`src/rtl/partition_stats.sv`:
```
// Partition actor: splits one buffer of 8-bit samples around a latched pivot and gathers per-partition stats.
// Latency: 1 cycle from sample accept to lower/larger valid; stats_valid pulses once both output registers drain.
// Backpressure: in_ready drops whenever a stream register is full and its consumer is not ready; nothing is dropped.
module partition_stats #(
  parameter logic [10:0] BUFF_SIZE     = 11'd1024,
  parameter int unsigned BUFF_SIZE_BIT = $clog2(BUFF_SIZE) + 1
) (
  input  logic                     clk,
  input  logic                     rst,
  input  logic                     start,
  input  logic [7:0]               in_pivot,
  input  logic [BUFF_SIZE_BIT-1:0] in_buff_size,
  input  logic [7:0]               in_data,
  input  logic                     in_valid,
  output logic                     in_ready,
  output logic [7:0]               lower_data,
  output logic                     lower_valid,
  input  logic                     lower_ready,
  output logic [7:0]               larger_data,
  output logic                     larger_valid,
  input  logic                     larger_ready,
  output logic [BUFF_SIZE_BIT-1:0] lower_size,
  output logic [BUFF_SIZE_BIT-1:0] equal_size,
  output logic [BUFF_SIZE_BIT-1:0] larger_size,
  output logic [8:0]               max_lower,
  output logic [8:0]               min_lower,
  output logic [8:0]               max_larger,
  output logic [8:0]               min_larger,
  output logic                     stats_valid,
  output logic                     busy
);

  typedef enum logic [1:0] {S_IDLE, S_RUN, S_DRAIN, S_DONE} state_t;

  // All statistics travel together so a new pass can clear them in one assignment.
  typedef struct packed {
    logic [BUFF_SIZE_BIT-1:0] lower_size;
    logic [BUFF_SIZE_BIT-1:0] equal_size;
    logic [BUFF_SIZE_BIT-1:0] larger_size;
    logic [8:0]               max_lower;
    logic [8:0]               min_lower;
    logic [8:0]               max_larger;
    logic [8:0]               min_larger;
  } stats_t;

  localparam logic [BUFF_SIZE_BIT-1:0] CNT_ONE = {{(BUFF_SIZE_BIT-1){1'b0}}, 1'b1};
  // Empty partitions report min 255 / max 0 so the next-pivot logic can spot them.
  localparam stats_t STATS_INIT = '{
    lower_size:  '0,
    equal_size:  '0,
    larger_size: '0,
    max_lower:   9'd0,
    min_lower:   9'd255,
    max_larger:  9'd0,
    min_larger:  9'd255
  };

  state_t                   state_q, state_d;
  logic [7:0]               pivot_q, pivot_d;
  logic [BUFF_SIZE_BIT-1:0] size_q, size_d;
  logic [BUFF_SIZE_BIT-1:0] count_q, count_d;
  stats_t                   stats_q, stats_d;
  logic [7:0]               lower_data_q, lower_data_d;
  logic                     lower_valid_q, lower_valid_d;
  logic [7:0]               larger_data_q, larger_data_d;
  logic                     larger_valid_q, larger_valid_d;
  logic                     stats_valid_q, stats_valid_d;
  logic                     busy_q, busy_d;
  logic                     in_ready_w;
  logic                     accept;
  logic [8:0]               sample_ext;

  // A sample may enter only when neither destination register would be overwritten while still held.
  assign in_ready_w = (state_q == S_RUN) &&
                      (!lower_valid_q  || lower_ready) &&
                      (!larger_valid_q || larger_ready);
  assign accept     = in_valid && in_ready_w;
  assign sample_ext = {1'b0, in_data};

  // Next-state logic: FSM, sample classification, stream registers and statistics.
  always_comb begin
    state_d        = state_q;
    pivot_d        = pivot_q;
    size_d         = size_q;
    count_d        = count_q;
    stats_d        = stats_q;
    lower_data_d   = lower_data_q;
    larger_data_d  = larger_data_q;
    // A consumed register empties unless the same cycle reloads it below.
    lower_valid_d  = lower_valid_q  && !lower_ready;
    larger_valid_d = larger_valid_q && !larger_ready;

    case (state_q)
      S_IDLE: begin
        if (start) begin
          pivot_d = in_pivot;
          size_d  = in_buff_size;
          count_d = '0;
          stats_d = STATS_INIT;
          state_d = (in_buff_size == '0) ? S_DONE : S_RUN;
        end
      end
      S_RUN: begin
        if (accept) begin
          count_d = count_q + CNT_ONE;
          if (in_data < pivot_q) begin
            lower_data_d       = in_data;
            lower_valid_d      = 1'b1;
            stats_d.lower_size = stats_q.lower_size + CNT_ONE;
            if (sample_ext > stats_q.max_lower) stats_d.max_lower = sample_ext;
            if (sample_ext < stats_q.min_lower) stats_d.min_lower = sample_ext;
          end else if (in_data > pivot_q) begin
            larger_data_d       = in_data;
            larger_valid_d      = 1'b1;
            stats_d.larger_size = stats_q.larger_size + CNT_ONE;
            if (sample_ext > stats_q.max_larger) stats_d.max_larger = sample_ext;
            if (sample_ext < stats_q.min_larger) stats_d.min_larger = sample_ext;
          end else begin
            stats_d.equal_size = stats_q.equal_size + CNT_ONE;
          end
          if (count_d == size_q) state_d = S_DRAIN;
        end
      end
      S_DRAIN: begin
        if (!lower_valid_q && !larger_valid_q) state_d = S_DONE;
      end
      S_DONE: begin
        state_d = S_IDLE;
      end
      default: begin
        state_d = S_IDLE;
      end
    endcase

    stats_valid_d = (state_d == S_DONE);
    busy_d        = (state_d != S_IDLE);
  end

  // State registers; reset discards any pass in flight including held stream data.
  always_ff @(posedge clk or posedge rst) begin
    if (rst) begin
      state_q        <= S_IDLE;
      pivot_q        <= '0;
      size_q         <= '0;
      count_q        <= '0;
      stats_q        <= STATS_INIT;
      lower_data_q   <= '0;
      lower_valid_q  <= 1'b0;
      larger_data_q  <= '0;
      larger_valid_q <= 1'b0;
      stats_valid_q  <= 1'b0;
      busy_q         <= 1'b0;
    end else begin
      state_q        <= state_d;
      pivot_q        <= pivot_d;
      size_q         <= size_d;
      count_q        <= count_d;
      stats_q        <= stats_d;
      lower_data_q   <= lower_data_d;
      lower_valid_q  <= lower_valid_d;
      larger_data_q  <= larger_data_d;
      larger_valid_q <= larger_valid_d;
      stats_valid_q  <= stats_valid_d;
      busy_q         <= busy_d;
    end
  end

  assign in_ready     = in_ready_w;
  assign lower_data   = lower_data_q;
  assign lower_valid  = lower_valid_q;
  assign larger_data  = larger_data_q;
  assign larger_valid = larger_valid_q;
  assign lower_size   = stats_q.lower_size;
  assign equal_size   = stats_q.equal_size;
  assign larger_size  = stats_q.larger_size;
  assign max_lower    = stats_q.max_lower;
  assign min_lower    = stats_q.min_lower;
  assign max_larger   = stats_q.max_larger;
  assign min_larger   = stats_q.min_larger;
  assign stats_valid  = stats_valid_q;
  assign busy         = busy_q;

endmodule
```
`config.mk`:
```
export PLATFORM = sky130hd
export DESIGN_NAME = partition_stats
export DESIGN_NICKNAME = d
export VERILOG_FILES = /design/src/rtl/partition_stats.sv
export SDC_FILE = /design/constraint.sdc
export NUM_CORES = 1
export LEC_CHECK = 0
export CAP_MARGIN = 0
export CORE_UTILIZATION = 53
export CTS_CLUSTER_DIAMETER = 120
export DETAILED_ROUTE_END_ITERATION = 8
export PLACE_DENSITY = 0.81
export SYNTH_ARGS = -nofsm -noshare
export SYNTH_HDL_FRONTEND = slang
export SYNTH_SLANG_ARGS = --single-unit
export TNS_END_PERCENT = 10
```
`constraint.sdc`:
```
create_clock -name clk -period 4.7 [get_ports clk]
set_clock_uncertainty 0.05 [all_clocks]
set_input_delay 0.94 -clock clk [delete_from_list [all_inputs] [get_ports clk]]
set_output_delay 0.94 -clock clk [all_outputs]
set_load 0.01 [all_outputs]
```
==> results.ini <==
[yosys]
yosys.area.top_type = dfrtp_1
synthCells = 681
ys_top_cells_by_area = dfrtp_1, ha_1, dfstp_2, nand2_1, o21ai_0
synth_top_flop_cell = dfrtp_1
synth_edf_count = 0
synth_top_area_share_pct = 38.3
syn-cell-area_sq_mm = 0.00661
synth_seq_cells = 117
synth_seq_area_share_pct = 44.6
synth.avg_cell_area_sq_um = 9.70
synth_most_common_cell = dfrtp_1
yosysUniqueCellTypes = 62
async_flop_share_pct = 100
synthesis.yosys.warnings = 0
synthTopCellsByCount = dfrtp_1, nand2_1, ha_1

[layout]
multi_input_area_sq_mm = 0.00334
syn_to_final_growth_pct = 30.4
final_area_sq_mm = 0.00862
drive_above_1_share_pct = 12.1
fin_nets = 877
num_antenna_cells = 0
fillers = 860
seq_area_sq_mm = 0.00295

[worst_setup_path]
cp-end-kind = flop
critPathRequiredTime_ns = 4.94
cp_max_fo = 10
critical_path_class = primary input to flop
crit_arrival_ns = 3.69
cp-start-kind = primary input

[timing]
rsz0062_at_grt = no
setup_viol = 0
fin_tns_setup_ns = 0
drv_slew = 0
period_needed_ns = 3.45
tightestPinTransition_ns = 1.19
setup_slack_ns = 1.25
period_share_pct = 73.5
timing.hold.ws_ns = 0.444
fmax_mhz = 290
slew_headroom_pct = 20.6
final-hold-violation-count = 0

[floorplanning]
initial_core_util_pct = 54.8
chipWidth_microns = 114
num_rows = 40
io-pin-count = 123
die_area_sq_mm = 0.0129
die_h_microns = 114
core_sq_mm = 0.0121

[pwr]
fin_total_pwr_uw = 5140
power_density_mw_per_mm2 = 596
p_leak_uw = 0.00376
ir_drop_mv = 0.517

[clock_network]
htree_levels = 4
clkTransAtPathRegs_ns = 0.05
clk_latency_ns = 0.41
numCtsBuffers = 17
cts_resized = 0
cts_buffer_depth = 2
clock-sinks = 117
hold_buffers = 0
cts_tree = done
postCtsSetupBuffers = 0
clockRootBuffer = clkbuf_16

[placed_design]
post-place-ws_ns = 0.877
dpl_cell_area_sq_mm = 0.00797
gp_congestion = 0.920
hpwl_mm = 12.3
portBuffers = 118

[run]
drv_cap = 0

[outcome]
status = complete, no violations

[worst_hold_path]
worstHoldPathType = flop to flop

[drt]
wl_mm = 18.4
via_count = 5952
routedWlPerCell_microns = 18.7
post-route-drc-count = 0
routed_via_density = 6.05
first_pass_iters = 6
ant_nets = 0
drt_iter0_drc = 481

[grt]
track_usage_pct = 29.9
grt_pass1_wl_mm = 29.8
gr-total-overflow = 0
grt_pass1_vias = 5942
grt_start_max_net_pins = 68
grt_antenna_before_repair = 0

[placed cells by master, fill, tap and decap left out, types with 12 or more instances in the layout]
cell type          n
xor2_1            14
o21ai_0           38
nor3_1            13
nor2_1            27
xnor2_1           12
dfrtp_1          101
nand2_1           95
o31ai_1           14
o32a_1            16
mux2_2            15
clkdlybuf4s50_1  118
dfstp_2           16
buf_4             15
ha_1              42
a21oi_1           27
nand3_1           28
clkbuf_16         17
inv_1             39
[cell type report]
| class | instances | area share (%) |
|---|---|---|
| Multi-Input combinational cell | 492 | 38.8 |
| Sequential cell | 117 | 34.2 |
| Timing Repair Buffer | 134 | 15.2 |
| Clock buffer | 23 | 5.55 |
| Tap cell | 168 | 2.44 |
| Clock inverter | 9 | 2.00 |
| Inverter | 40 | 1.77 |
[final timing paths]
path	endpoint	cells after the start	slack (ns)	start
setup / recovery	larger_data[6]$_DFFE_PP0P_	8	1.25	in_data[5]
hold / removal	size_q[1]$_DFFE_PP0P_	2	0.44	size_q[1]$_DFFE_PP0P_
setup reg to reg	larger_data[6]$_DFFE_PP0P_	8	1.95	pivot_q[5]$_DFFE_PP0P_
hold reg to reg	size_q[1]$_DFFE_PP0P_	2	0.44	size_q[1]$_DFFE_PP0P_
max in group asynchronous	count_q[6]$_DFFE_PP0P_	3	2.82	rst
min in group asynchronous	larger_data[1]$_DFFE_PP0P_	2	1.01	rst
[where the power goes]
part | switching (uW) | internal (uW) | total, uW
combinational | 1040 | 985 | 2030
sequential | 301 | 1380 | 1680
clock | 450 | 980 | 1430
total | 1790 | 3350 | 5140
[kinds of logic (layout without fill, tap and decap cells)]
family / Yosys count / in the layout / share of synthesized area [%]
other: 1 / 4 / 0.0568
adder cells (fa/ha/maj): 42 / 42 / 7.95
XOR/XNOR: 26 / 26 / 3.45
AO/OA/AOI/OAI: 160 / 160 / 17.2
flip-flops: 117 / 117 / 44.6
AND/OR/NAND/NOR: 241 / 241 / 18.4
multiplexers: 19 / 19 / 3.16
buffers and inverters: 75 / 206 / 5.08
[worst max-delay path, cell delays in order]
cell	delay, ns
clkdlybuf4s50_1	0.50
ha_1	0.36
a21oi_1	0.15
o21ai_0	0.14
or2_2	0.40
o211ai_1	0.58
buf_4	0.27
mux2_2	0.34
[flip-flops by register name, indices dropped and copies added, names as in the netlist, 2 cells and up]
name and count:
count_q 11, equal_size 11, larger_data 8, larger_size 11
lower_data 8, lower_size 11, max_larger 8, max_lower 8
min_larger 8, min_lower 8, pivot_q 8, size_q 11
state_q 2
[routing by layer]
metal | wire, microns | vias up | part of all wire, % | GRT usage [%]
met3 | 1430 | 47 | 7.8 | 7.49
met4 | 469 | 0 | 2.6 | 10.6
met5 | 0 | - | 0 | 0
met1 | 7500 | 2924 | 41 | 37.4
met2 | 8990 | 286 | 49 | 50.6
li1 | - | 2695 | - | -
[per-stage QoR]
step	cells	util, %
4_1_cts	983	71.4
3_3_place_gp	951	66.0
2_1_floorplan	684	-
5_1_grt	983	71.4
6_report	983	71.4
3_5_place_dp	951	66.0
(Power assumes the default switching activity.)
